===== src/rtl/uart_pkg.sv =====
// Shared types and constants for the 8N1 UART transmit/receive slice.
package uart_pkg;

  localparam int unsigned DATA_BITS = 8;
  localparam logic [2:0] LAST_BIT = 3'(DATA_BITS - 1);

  typedef enum logic [1:0] {
    TX_IDLE,
    TX_START,
    TX_DATA,
    TX_STOP
  } tx_state_t;

  typedef enum logic [2:0] {
    RX_IDLE,
    RX_START,
    RX_DATA,
    RX_STOP,
    RX_FLUSH
  } rx_state_t;

endpackage


===== src/rtl/uart_baud_counter.sv =====
// Free-running bit timer: wraps to 0 after CLK_PER_BIT-1, loadable for phase alignment.
module uart_baud_counter #(
  parameter int unsigned CLK_PER_BIT = 100
) (
  input  logic                          clk,
  input  logic                          rst,
  input  logic                          i_load,
  input  logic [$clog2(CLK_PER_BIT):0]  i_load_val,
  output logic                          o_tc
);

  localparam int unsigned CNT_W = $clog2(CLK_PER_BIT) + 1;

  logic [CNT_W-1:0] r_cnt;

  assign o_tc = (r_cnt == CNT_W'(CLK_PER_BIT - 1));

  always_ff @(posedge clk) begin
    if (rst) begin
      r_cnt <= '0;
    end else if (i_load) begin
      r_cnt <= i_load_val;
    end else if (o_tc) begin
      r_cnt <= '0;
    end else begin
      r_cnt <= r_cnt + CNT_W'(1);
    end
  end

endmodule


===== src/rtl/uart_txrx.sv =====
// 8N1 UART with independent TX and RX paths; RX samples a 2-FF synchronised line at mid-bit.
module uart_txrx #(
  parameter int unsigned CLK_PER_BIT = 100
) (
  input  logic       clk,
  input  logic       rst,
  input  logic [7:0] tx_data,
  input  logic       tx_data_ready,
  output logic       tx_done,
  output logic       tx_serial,
  input  logic       rx_serial,
  output logic       rx_ready,
  output logic [7:0] rx_data
);

  import uart_pkg::*;

  localparam int unsigned CNT_W = $clog2(CLK_PER_BIT) + 1;
  localparam logic [CNT_W-1:0] ZERO_LOAD = '0;
  // Loading this value makes the counter reach terminal count after CLK_PER_BIT/2 cycles.
  localparam logic [CNT_W-1:0] HALF_LOAD = CNT_W'(CLK_PER_BIT - CLK_PER_BIT / 2);

  tx_state_t            r_tx_state;
  logic [DATA_BITS-1:0] r_tx_shift;
  logic [2:0]           r_tx_idx;
  logic                 r_tx_serial;
  logic                 r_tx_done;
  logic                 w_tx_load;
  logic                 w_tx_tc;

  rx_state_t            r_rx_state;
  logic                 r_rx_meta;
  logic                 r_rx_sync;
  logic [DATA_BITS-1:0] r_rx_shift;
  logic [2:0]           r_rx_idx;
  logic                 r_rx_stop_ok;
  logic                 r_rx_ready;
  logic [7:0]           r_rx_data;
  logic                 w_rx_load;
  logic                 w_rx_tc;

  assign tx_serial = r_tx_serial;
  assign tx_done   = r_tx_done;
  assign rx_ready  = r_rx_ready;
  assign rx_data   = r_rx_data;

  assign w_tx_load = (r_tx_state == TX_IDLE);

  // A good stop sample reloads the timer so the strobe lands at the end of the stop bit.
  assign w_rx_load = (r_rx_state == RX_IDLE) ||
                     ((r_rx_state == RX_STOP) && w_rx_tc && !r_rx_stop_ok && r_rx_sync);

  uart_baud_counter #(.CLK_PER_BIT(CLK_PER_BIT)) u_tx_baud (
    .clk        (clk),
    .rst        (rst),
    .i_load     (w_tx_load),
    .i_load_val (ZERO_LOAD),
    .o_tc       (w_tx_tc)
  );

  uart_baud_counter #(.CLK_PER_BIT(CLK_PER_BIT)) u_rx_baud (
    .clk        (clk),
    .rst        (rst),
    .i_load     (w_rx_load),
    .i_load_val (HALF_LOAD),
    .o_tc       (w_rx_tc)
  );

  always_ff @(posedge clk) begin
    if (rst) begin
      r_tx_state  <= TX_IDLE;
      r_tx_shift  <= '0;
      r_tx_idx    <= '0;
      r_tx_serial <= 1'b1;
      r_tx_done   <= 1'b1;
    end else begin
      case (r_tx_state)
        TX_IDLE: begin
          if (tx_data_ready) begin
            r_tx_shift  <= tx_data;
            r_tx_serial <= 1'b0;
            r_tx_done   <= 1'b0;
            r_tx_state  <= TX_START;
          end
        end
        TX_START: begin
          if (w_tx_tc) begin
            r_tx_serial <= r_tx_shift[0];
            r_tx_idx    <= '0;
            r_tx_state  <= TX_DATA;
          end
        end
        TX_DATA: begin
          if (w_tx_tc) begin
            if (r_tx_idx == LAST_BIT) begin
              r_tx_serial <= 1'b1;
              r_tx_state  <= TX_STOP;
            end else begin
              r_tx_shift  <= r_tx_shift >> 1;
              r_tx_serial <= r_tx_shift[1];
              r_tx_idx    <= r_tx_idx + 3'd1;
            end
          end
        end
        TX_STOP: begin
          if (w_tx_tc) begin
            r_tx_done  <= 1'b1;
            r_tx_state <= TX_IDLE;
          end
        end
        default: r_tx_state <= TX_IDLE;
      endcase
    end
  end

  always_ff @(posedge clk) begin
    if (rst) begin
      r_rx_meta <= 1'b1;
      r_rx_sync <= 1'b1;
    end else begin
      r_rx_meta <= rx_serial;
      r_rx_sync <= r_rx_meta;
    end
  end

  always_ff @(posedge clk) begin
    if (rst) begin
      r_rx_state   <= RX_IDLE;
      r_rx_shift   <= '0;
      r_rx_idx     <= '0;
      r_rx_stop_ok <= 1'b0;
      r_rx_ready   <= 1'b0;
      r_rx_data    <= '0;
    end else begin
      r_rx_ready <= 1'b0;
      case (r_rx_state)
        RX_IDLE: begin
          if (!r_rx_sync) r_rx_state <= RX_START;
        end
        RX_START: begin
          if (w_rx_tc) begin
            if (r_rx_sync) begin
              r_rx_state <= RX_IDLE;
            end else begin
              r_rx_idx   <= '0;
              r_rx_state <= RX_DATA;
            end
          end
        end
        RX_DATA: begin
          if (w_rx_tc) begin
            r_rx_shift <= {r_rx_sync, r_rx_shift[DATA_BITS-1:1]};
            if (r_rx_idx == LAST_BIT) begin
              r_rx_stop_ok <= 1'b0;
              r_rx_state   <= RX_STOP;
            end else begin
              r_rx_idx <= r_rx_idx + 3'd1;
            end
          end
        end
        RX_STOP: begin
          if (w_rx_tc) begin
            if (r_rx_stop_ok) begin
              r_rx_data  <= r_rx_shift;
              r_rx_ready <= 1'b1;
              r_rx_state <= RX_IDLE;
            end else if (r_rx_sync) begin
              r_rx_stop_ok <= 1'b1;
            end else begin
              r_rx_state <= RX_FLUSH;
            end
          end
        end
        RX_FLUSH: begin
          if (r_rx_sync) r_rx_state <= RX_IDLE;
        end
        default: r_rx_state <= RX_IDLE;
      endcase
    end
  end

endmodule


===== config.mk =====
export PLATFORM = sky130hd
export DESIGN_NAME = uart_txrx
export DESIGN_NICKNAME = d
export VERILOG_FILES = /design/src/rtl/uart_pkg.sv /design/src/rtl/uart_baud_counter.sv /design/src/rtl/uart_txrx.sv
export SDC_FILE = /design/constraint.sdc
export NUM_CORES = 1
export LEC_CHECK = 0
export ABC_CLOCK_PERIOD_IN_PS = 3900
export CAP_MARGIN = 10
export CORE_UTILIZATION = 30
export CTS_CLUSTER_SIZE = 28
export DETAILED_ROUTE_END_ITERATION = 8
export PLACE_DENSITY_LB_ADDON = 0.08
export SLEW_MARGIN = 20
export SYNTH_ARGS = -nofsm -noshare
export SYNTH_HDL_FRONTEND = slang
export SYNTH_SLANG_ARGS = --single-unit

===== constraint.sdc =====
create_clock -name clk -period 3.9 [get_ports clk]
set_clock_uncertainty 0.1 [all_clocks]
set_input_delay 0.78 -clock clk [delete_from_list [all_inputs] [get_ports clk]]
set_output_delay 0.78 -clock clk [all_outputs]
set_load 0.01 [all_outputs]

# Yosys cells after proc, flatten, opt, wreduce, memory -nomap -nowiden
# Index checks and enable logic that the tools add are counted.
# classes
add_sub_neg	4
n_eq_ne	26
mux	45
bitwise_logic	2
n_reduce_logical	26
# op_table
operator	n
2-to-1 mux 3 bit	15
2-to-1 mux 8 bit	3
!= test 2 bit, second input constant	11
adder 8 x 1 -> 8 bit, second input constant	2
== test 8 x 7 -> 1 bit, second input constant	2
case mux 8 bit (2 select lines)	1
AND reduction 4 bit	4
case mux 3 bit (5 select lines)	1
2-to-1 mux 2 bit	6
2-to-1 mux 6 bit	2
case mux 3 bit (2 select lines)	2
2-to-1 mux 1 bit	11
AND reduction 5 bit	2
nonzero test 2 bit	5
== test 3 bit, second input constant	3
OR reduction 3 bit	3
case mux 2 bit (4 select lines)	1
AND reduction 7 bit	1
adder 3 x 1 -> 3 bit, second input constant	2
== test 3 x 2 -> 1 bit, second input constant	2
!= test 2 x 1 -> 1 bit, second input constant	3
AND reduction 3 bit	2
== test 2 bit, second input constant	2
case mux 1 bit (2 select lines)	2
other kinds (12)	15
# totals
register_bits	57
word_cells	119

# Depth between registers and ports, before layout
# Gate-level depths: netlist of the first run.
# logic_depth
ltp_word	6
depth_mapped	8
depth_no_buf	6

# Modules after synthesis
# A second synthesis of the first run with hierarchy kept.
# hier_totals
hier_cells	313
hier_area_um2	2712.6
# by_module_without_submodules
mod	instances	cells_each	area_each_um2	seq_area_each_um2
uart_txrx	1	215	1883.1	820.8
uart_baud_counter (u_rx_baud)	1	49	422.9	160.2
uart_baud_counter (u_tx_baud)	1	49	406.6	160.2

# Worst setup path before layout of the first run
# No wires, ideal clock.
# synth_timing
path_kind	reg2reg
from	reg u_tx_baud.r_cnt[0]
to	reg r_tx_shift[7]
setup_ps	116
arrival_time_ps	1835
required_ps	3684
setup_slack_ps	1849
path_stages_with_launch	7
path_buffers	1
period_less_slack_ps	2051
cell_sequence	dfxtp_1 ha_1 or4b_4 o41ai_4 buf_6 a21oi_1 a41o_2
# synth_between
elab_chain_cells	3
# synth_lines
item	line	source
start: declaration	uart_baud_counter.sv:14	logic [CNT_W-1:0] r_cnt;
start signal: assignment	uart_baud_counter.sv:22	r_cnt <= i_load_val;
start signal: assignment	uart_baud_counter.sv:26	r_cnt <= r_cnt + CNT_W'(1);
== test 8 x 7 -> 1 bit	uart_baud_counter.sv:16	assign o_tc = (r_cnt == CNT_W'(CLK_PER_BIT - 1));
!= test 2 x 1 -> 1 bit (no source line)	-	
AND reduction 4 bit (no source line)	-	
end signal: assignment	uart_txrx.sv:80	r_tx_shift <= tx_data;
end signal: assignment	uart_txrx.sv:99	r_tx_shift <= r_tx_shift >> 1;
end: declaration	uart_txrx.sv:24	logic [DATA_BITS-1:0] r_tx_shift;
# No other way between the ends.
# A chain may end at the register's enable or synchronous reset.

# Worst setup path after layout of the first run
# layout_timing
from	reg u_tx_baud.r_cnt[0]
to	reg r_tx_shift[0]
# Same word-level chain as after synthesis.

==> reports/results.ini, run 1 <==
[clock_tree]
cts_sinks=57
root_buffer=clkbuf_8
cts_buffers=9
h-tree-depth=3
path_clk_slew_ns=0.07
clock_latency_ns=0.33
cts-hold-fix-buffers=0
cts_setup_buffers=0
clk_path_buf_depth=2
cts_tree=yes
cts_resized=0

[yosys]
synth_warnings=0
synth_area_per_cell_um2=9.27
synth_cells=291
netlist_area_um2=2700
synth_edf_count=0
syn_nets=314
synth_cell_types=51
synth_flop_cell=dfxtp_1
synth-async-reset-ratio_pct=0
ys_ff_latch=57
ys_seq_area_share_pct=42.3

[routing]
routed-wl-met3_um=165
met1_length_um=2920
wire_per_inst_um=12.9
drc=0
firstDrtPassIters=4
num_vias=2048
routed_wl_um=5470
ant_nets=0
met2_length_um=2290
avgViaCountPerCell=4.83
drt_iter0_drc=55
top_layer=met4

[grt]
track_usage_pct=12.7
grt_overflow_total=0
grt_pass1_wl_um=9780
antenna_found_initial=0
grt_max_degree=37
grt_pass1_vias=2115

[status]
status=completed

[place]
portBuffers=22
dpl.hpwl_um=3650
place_congestion=0.684
place_inst=408

[critical_path]
crit_chain=ha_1 -> or4b_4 -> o41ai_4 -> a21oi_1 -> a311oi_1
crit_type=reg2reg
end_kind=flip-flop
startpoint=u_tx_baud.r_cnt[0]$_SDFF_PP0_
crit_path_start_kind=flip-flop
cp_max_fo=16
cp.required_ns=4.04
cp.arrival_ns=2.57
rr_startpoint=u_tx_baud.r_cnt[0]$_SDFF_PP0_
slowest_delay_ns=0.74
crit_path_top_delay_cell=o41ai_4

[floorplanning]
pin_count=23
initial_core_util_pct=30.9
dieArea_um2=9380
die_w_um=96.8
die_y_um=96.8
num_rows=34
coreArea_um2=8720

[final_layout]
stdcell_count=424
layout_commonest_cell=dfxtp_1
final-seq-area_um2=1140
final_cell_mix=57 x dfxtp_1, 43 x nor2_1, 24 x mux2i_1
finish.net_count=334
syn_to_final_growth_pct=20.4
diodes=0
fillers=868
multiInputGateArea_um2=1450
drive_gt1_share_pct=10.8

[job]
cap_violations=0

[worst_hold_path]
min_path_type=reg2reg
hp-start=r_rx_meta$_SDFF_PP1_

[timing]
setup_viol=0
relSlewSlack_pct=39.5
slew_viol_final=0
hold_viol_final=0
setup_tns_ns=0
period_needed_ns=2.44
worst_pin_slew_ns=0.905
hold_ws_ns=0.325
grt_setup_unrepaired=false
period_share_pct=62.5
fmax_ghz=0.410

[power_and_ir_drop]
power_mw=2.00
peakVddDrop_v=0.000244
p_per_area_nw_per_um2=617
leakage_nw=1.19

[worst max-delay path: cells and delay by family, from the launching register on]
kind            cells  cell delay (ns)
compound gates      3             1.16
simple gates        1             0.51
flops               1             0.35
fa+ha+maj           1             0.22
[sequential cells by signal (all words and copies together), names as in the netlist, 2 cells and up]
signal,flops
r_rx_idx,3
r_rx_shift,8
r_rx_state,3
r_tx_idx,3
r_tx_shift,8
r_tx_state,2
rx_data,8
u_rx_baud.r_cnt,8
u_tx_baud.r_cnt,8
[layer usage]
metal	up-vias	GRT usage, %
met2	27	18.7
li1	1078	-
met4	0	6.89
met5	-	0
met1	934	17.3
met3	9	2.60
[layout make-up]
| class | instances | area share (%) |
|---|---|---|
| Clock buffer | 10 | 3.93 |
| Clock inverter | 6 | 4.00 |
| Inverter | 7 | 0.808 |
| Multi-Input combinational cell | 211 | 44.7 |
| Sequential cell | 57 | 35.1 |
| Tap cell | 108 | 4.16 |
| Timing Repair Buffer | 25 | 7.31 |
[final timing paths]
check	endpoint	slack (ns)	cells past startpoint
worst min register to register	r_rx_sync$_SDFF_PP1_	0.32	1
worst max register to register	r_tx_shift[0]$_SDFFE_PP0P_	1.46	5
worst max-delay path	r_tx_shift[0]$_SDFFE_PP0P_	1.46	5
worst min-delay path	r_rx_sync$_SDFF_PP1_	0.32	1
[power breakdown]
part           total [mW]  internal (mW)  switching [mW]
registers           0.737          0.664          0.0726
clock network       0.724          0.487           0.237
logic               0.544          0.240           0.304
[logic make-up after synthesis]
family          after synthesis  synth area share [%]
xor+xnor                     13                  4.22
simple gates                108                  20.7
fa+ha+maj                    11                  5.10
mux                          25                  9.32
flops                        57                  42.3
compound gates               54                  14.5
buf+inv                      23                  3.89
[through the flow]
stage	instance area, µm²	worst slack (ns)	util (%)
2_1_floorplan	2700	1.85	-
3_3_place_gp	2990	1.54	34.3
3_5_place_dp	2990	1.47	34.3
4_1_cts	3250	1.46	37.3
5_1_grt	3250	1.31	37.3
6_report	3250	1.46	37.3
[cell usage after synthesis (all sizes together) (4+ instances only)]
cell type	instances	area (µm²)
nand2	15	56.3
o21ai	8	40.0
nor2	43	161
a311oi	9	85.1
or3	5	31.3
xnor2	9	78.8
clkbuf	11	41.3
mux2i	24	240
nor3	8	40.0
inv	7	26.3
xor2	4	35.0
buf	5	37.5
dfxtp	57	1140
a21oi	21	109
ha	11	138
nand3	7	40.0
Note: power is estimated with default switching activity, not from simulation.
==> run 2, diff against run 1 <==
--- a/config.mk
+++ b/config.mk
@@ -5,7 +5,7 @@
 export SDC_FILE = /design/constraint.sdc
 export NUM_CORES = 1
 export LEC_CHECK = 0
-export ABC_CLOCK_PERIOD_IN_PS = 3900
+export ABC_CLOCK_PERIOD_IN_PS = 2200
 export CAP_MARGIN = 10
 export CORE_UTILIZATION = 30
 export CTS_CLUSTER_SIZE = 28
==> constraint.sdc (replaced) <==
create_clock -name clk -period 2.2 [get_ports clk]
set_clock_uncertainty 0.1 [all_clocks]
set_input_delay 0.44 -clock clk [delete_from_list [all_inputs] [get_ports clk]]
set_output_delay 0.44 -clock clk [all_outputs]
set_load 0.01 [all_outputs]
==> reports/results.ini, run 2 (synthesis gave the netlist of run 1 again) <==
[final_layout]
multiInputGateArea_um2=1460  ; was 1450 µm²
fin_util_pct=38.2  ; was 37.3%
syn_to_final_growth_pct=23.5  ; was 20.4%
drive_gt1_share_pct=16.5  ; was 10.8%
fillers=883  ; was 868
final_cell_mix=57 x dfxtp_1, 42 x nor2_1, 24 x mux2i_1  ; was 57 x dfxtp_1, 43 x nor2_1, 24 x mux2i_1
layout_commonest_cell=dfxtp_1  ; unchanged
diodes=0  ; unchanged
finish.net_count=352  ; was 334
final-seq-area_um2=1140  ; unchanged

[critical_path]
end_kind=flip-flop  ; unchanged
crit_chain=ha_2 -> or4b_4 -> o41ai_4 -> buf_6 -> a21oi_1 -> a41o_2  ; was ha_1 -> or4b_4 -> o41ai_4 -> a21oi_1 -> a311oi_1
crit_path_top_delay_cell=or4b_4  ; was o41ai_4
cp.arrival_ns=2.17  ; was 2.57 ns
crit_type=reg2reg  ; unchanged
r2r_cells=6  ; was 5
cp.required_ns=2.33  ; was 4.04 ns
cp_max_fo=8  ; was 16
crit_path_start_kind=flip-flop  ; unchanged
slowest_delay_ns=0.50  ; was 0.74 ns
rr_startpoint=u_tx_baud.r_cnt[0]$_SDFF_PP0_  ; unchanged
rrSetupSlack_ns=0.16  ; was 1.46 ns
worstReg2RegEnd=r_tx_shift[7]$_SDFFE_PP0P_  ; was r_tx_shift[0]$_SDFFE_PP0P_

[timing]
worst_pin_slew_ns=0.628  ; was 0.905 ns
hold_ws_ns=0.313  ; was 0.325 ns
hold_viol_final=0  ; unchanged
slew_viol_final=0  ; unchanged
period_needed_ns=2.04  ; was 2.44 ns
relSlewSlack_pct=58.1  ; was 39.5%
period_share_pct=92.7  ; was 62.5%
setup_tns_ns=0  ; unchanged
fmax_ghz=0.490  ; was 0.410 GHz
grt_setup_unrepaired=false  ; unchanged
setup_viol=0  ; unchanged
worst_slack_ns=0.160  ; was 1.46 ns

[power_and_ir_drop]
peakVddDrop_v=0.000356  ; was 0.000244 V
p_per_area_nw_per_um2=1010  ; was 617 nW/µm²
leakage_nw=1.24  ; was 1.19 nW
power_mw=3.36  ; was 2.00 mW

[routing]
avgViaCountPerCell=4.84  ; was 4.83
routed_wl_um=5790  ; was 5470 µm
num_vias=2141  ; was 2048
drt_iter0_drc=95  ; was 55
wire_per_inst_um=13.1  ; was 12.9 µm
firstDrtPassIters=4  ; unchanged
drc=0  ; unchanged
ant_nets=0  ; unchanged

[status]
status=completed  ; unchanged

[clock_tree]
cts_setup_buffers=0  ; unchanged
root_buffer=clkbuf_8  ; unchanged
cts-hold-fix-buffers=0  ; unchanged
cts_tree=yes  ; unchanged
cts_buffers=9  ; unchanged
clk_path_buf_depth=2  ; unchanged
path_clk_slew_ns=0.07  ; about the same
cts_sinks=57  ; unchanged
h-tree-depth=3  ; unchanged
clock_latency_ns=0.34  ; was 0.33 ns

[worst_hold_path]
min_path_cells=1  ; unchanged
hp-start=r_rx_meta$_SDFF_PP1_  ; unchanged
hold-path-endpoint=r_rx_sync$_SDFF_PP1_  ; unchanged
min_path_type=reg2reg  ; unchanged

[place]
pre_cts_slack_ns=-0.254  ; was 1.47 ns
portBuffers=22  ; unchanged
place_congestion=0.717  ; was 0.684
dpl.hpwl_um=3910  ; was 3650 µm

[grt]
antenna_found_initial=0  ; unchanged
grt_pass1_wl_um=10100  ; was 9780 µm
track_usage_pct=13.4  ; was 12.7%
grt_pass1_vias=2118  ; was 2115
grt_overflow_total=0  ; unchanged
grt_max_degree=25  ; was 37

[floorplanning]
coreArea_um2=8720  ; unchanged
initial_core_util_pct=30.9  ; unchanged
die_w_um=96.8  ; unchanged
dieArea_um2=9380  ; unchanged
num_rows=34  ; unchanged
die_y_um=96.8  ; unchanged
pin_count=23  ; unchanged

[job]
cap_violations=0  ; unchanged

-- run 2: changes by cell type in the layout (fill, tap and decap cells not counted), sizes merged --
cell      previous run  this run
clkinvlp             0         2
buf                  4        22
bufinv               4         1
clkbuf              10        11
-- run 2: worst max-delay path, delay by kind of cell, from the launching register on --
kind            cells  cell delay, ns
flops               1            0.36
compound gates      3            0.57
buf+inv             1            0.19
simple gates        1            0.50
fa+ha+maj           1            0.22
-- run 2: worst max path at each step --
stage | from | to | slack [ns]
floorplan | u_tx_baud.r_cnt[0]$_SDFF_PP0_ | r_tx_shift[7]$_SDFFE_PP0P_ | 0.15
global placement | tx_data_ready | r_tx_shift[7]$_SDFFE_PP0P_ | -0.24
detailed placement | tx_data_ready | r_tx_shift[7]$_SDFFE_PP0P_ | -0.25
CTS | u_tx_baud.r_cnt[0]$_SDFF_PP0_ | r_tx_shift[7]$_SDFFE_PP0P_ | 0.09
global route | r_rx_state[1]$_SDFFE_PP0P_ | r_rx_idx[0]$_SDFFE_PP0P_ | 0.02
finish | u_tx_baud.r_cnt[0]$_SDFF_PP0_ | r_tx_shift[7]$_SDFFE_PP0P_ | 0.16
-- run 2: cell type report --
class / count / area share (%)
Sequential cell: 57 / 34.2
Multi-Input combinational cell: 211 / 43.8
Clock buffer: 11 / 4.24
Clock inverter: 5 / 1.65
Tap cell: 108 / 4.06
Timing Repair Buffer: 43 / 11.2
Inverter: 7 / 0.789
-- run 2: per-layer routing --
layer  up-vias  wire (µm)  global-route usage [%]
met4         0         89                    5.86
li1       1107          -                       -
met3        10        219                    4.77
met5         -          0                       0
met2        27       2510                    20.6
met1       997       2970                    17.0
-- run 2: report_power, final --
group | internal [mW] | switching [mW] | total, mW
Clock | 0.550 | 0.436 | 0.986
Sequential | 1.18 | 0.0962 | 1.27
Combinational | 0.508 | 0.590 | 1.10
Total | 2.24 | 1.12 | 3.36
-- run 2: metrics by stage --
stage,cells,area [µm²]
6_report,442,3330
5_1_grt,442,3330
4_1_cts,441,3320
3_5_place_dp,425,3120
3_3_place_gp,425,3120
2_1_floorplan,291,2700
-- run 2: what timing repair did --
| action | in CTS | in global routing |
|---|---|---|
| endpoints found under the setup margin | 1 | 6 |
| gates resized for setup | 1 | 3 |
| cloned | 0 | 1 |
==> run 3, diff against run 2 <==
--- a/config.mk
+++ b/config.mk
@@ -7,6 +7,7 @@
 export LEC_CHECK = 0
 export ABC_CLOCK_PERIOD_IN_PS = 2200
 export CAP_MARGIN = 10
+export CORE_MARGIN = 2
 export CORE_UTILIZATION = 30
 export CTS_CLUSTER_SIZE = 28
 export DETAILED_ROUTE_END_ITERATION = 8
==> reports/results.ini, run 3 (synthesis gave the netlist of run 1 again) <==
[status]
status=completed  ; unchanged

[clock_tree]
cts_buffers=9  ; unchanged
clock_latency_ns=0.33  ; was 0.34 ns
cts-hold-fix-buffers=0  ; unchanged
cts_tree=yes  ; unchanged
root_buffer=clkbuf_8  ; unchanged
h-tree-depth=3  ; unchanged
clk_path_buf_depth=2  ; unchanged
path_clk_slew_ns=0.07  ; about the same
cts_sinks=57  ; unchanged

[job]
cap_violations=0  ; unchanged

[routing]
avgViaCountPerCell=4.84  ; about the same
num_vias=2111  ; was 2141
drt_iter0_drc=70  ; was 95
firstDrtPassIters=4  ; unchanged
wire_per_inst_um=12.9  ; was 13.1 µm
ant_nets=0  ; unchanged
drc=0  ; unchanged
routed_wl_um=5640  ; was 5790 µm

[floorplanning]
pin_count=23  ; unchanged
coreArea_um2=8720  ; unchanged
num_rows=34  ; unchanged
dieArea_um2=9770  ; was 9380 µm²
initial_core_util_pct=30.9  ; unchanged
die_w_um=98.8  ; was 96.8 µm
die_y_um=98.8  ; was 96.8 µm

[grt]
grt_util_met2_pct=18.5  ; was 20.6%
gr-max-usage-layer=met2  ; unchanged
antenna_found_initial=0  ; unchanged
grt_overflow_total=0  ; unchanged
grt_pass1_vias=2066  ; was 2118
grt_max_degree=32  ; was 25
track_usage_pct=12.4  ; was 13.4%
use_met3_pct=3.40  ; was 4.77%
grt_pass1_wl_um=9950  ; was 10100 µm
grt.met1_usage_pct=17.1  ; was 17.0%

[timing]
slew_viol_final=0  ; unchanged
worst_slack_ns=0.145  ; was 0.160 ns
setup_tns_ns=0  ; unchanged
fmax_ghz=0.487  ; was 0.490 GHz
period_share_pct=93.4  ; was 92.7%
worst_pin_slew_ns=0.584  ; was 0.628 ns
relSlewSlack_pct=61.1  ; was 58.1%
setup_viol=0  ; unchanged
period_needed_ns=2.06  ; was 2.04 ns
grt_setup_unrepaired=false  ; unchanged
hold_viol_final=0  ; unchanged

[place]
postPlaceCellArea_um2=3090  ; was 3120 µm²
place_congestion=0.716  ; was 0.717
portBuffers=22  ; unchanged
pre_cts_slack_ns=-0.0406  ; was -0.254 ns
dpl.hpwl_um=3880  ; was 3910 µm
place_inst=419  ; was 425

[critical_path]
cp_max_fo=16  ; was 8
end_kind=flip-flop  ; unchanged
slowest_delay_ns=0.52  ; was 0.50 ns
crit_type=reg2reg  ; unchanged
cp.required_ns=2.34  ; was 2.33 ns
crit_path_start_kind=flip-flop  ; unchanged
cp.arrival_ns=2.19  ; was 2.17 ns
critPathTopFamily=compound AO/OA/AOI/OAI gates  ; unchanged
crit_chain=ha_1 -> or4b_4 -> o41ai_4 -> buf_12 -> a21oi_1 -> a311oi_1  ; was ha_2 -> or4b_4 -> o41ai_4 -> buf_6 -> a21oi_1 -> a41o_2
crit_path_top_delay_cell=or4b_4  ; unchanged
critPathBufInv=1  ; unchanged

[power_and_ir_drop]
peakVddDrop_v=0.000337  ; was 0.000356 V
p_per_area_nw_per_um2=1090  ; was 1010 nW/µm²
leakage_nw=1.27  ; was 1.24 nW

[final_layout]
drive_gt1_share_pct=15.2  ; was 16.5%
layout_commonest_cell=dfxtp_1  ; unchanged
syn_to_final_growth_pct=25.4  ; was 23.5%
stdcell_area_um2=3380  ; was 3330 µm²
fin_util_pct=38.8  ; was 38.2%
finish.net_count=346  ; was 352
diodes=0  ; unchanged
final_cell_mix=57 x dfxtp_1, 43 x nor2_1, 24 x mux2i_1  ; was 57 x dfxtp_1, 42 x nor2_1, 24 x mux2i_1
stdcell_count=436  ; was 442

[worst_hold_path]
min_path_type=reg2reg  ; unchanged

run 3: cell type report:
class / instances / area [µm²]
Clock buffer: 11 / 151
Clock inverter: 5 / 125
Fill cell: 879 / 5340
Inverter: 7 / 26.3
Multi-Input combinational cell: 211 / 1470
Sequential cell: 57 / 1140
Tap cell: 108 / 135
Timing Repair Buffer: 37 / 340
run 3: path summary, 6_finish.rpt:
kind / to / cells after the start / from / slack [ns]
worst min register to register: r_rx_sync$_SDFF_PP1_ / 1 / r_rx_meta$_SDFF_PP1_ / 0.31
worst max register to register: r_tx_shift[3]$_SDFFE_PP0P_ / 6 / u_tx_baud.r_cnt[0]$_SDFF_PP0_ / 0.14
worst max-delay path: r_tx_shift[3]$_SDFFE_PP0P_ / 6 / u_tx_baud.r_cnt[0]$_SDFF_PP0_ / 0.14
worst min-delay path: r_rx_sync$_SDFF_PP1_ / 1 / r_rx_meta$_SDFF_PP1_ / 0.31
run 3: per-stage QoR:
stage / power (mW) / hold WS, ns
after floorplan: 2.08 / 0.289
final: 3.69 / 0.312
after detailed placement: 2.36 / 0.297
after CTS: 3.73 / 0.315
after global placement: 2.36 / 0.296
after global routing: 3.93 / 0.338
run 3: what timing repair did:
item,CTS,global route
setup buffers,0,1
hold endpoints to repair,0,0
gates resized for setup,1,3
pin swaps,0,1
setup endpoints to repair,1,11
run 3: per-layer routing:
| metal | vias up | routed length (µm) |
|---|---|---|
| met5 | - | 0 |
| met4 | 0 | 84 |
| met3 | 8 | 167 |
| met2 | 23 | 2390 |
| met1 | 977 | 3000 |
| li1 | 1103 | - |
run 3: power by group:
| part | switching (mW) | internal [mW] |
|---|---|---|
| logic | 0.586 | 0.483 |
| clock network | 0.418 | 0.927 |
| registers | 0.101 | 1.18 |
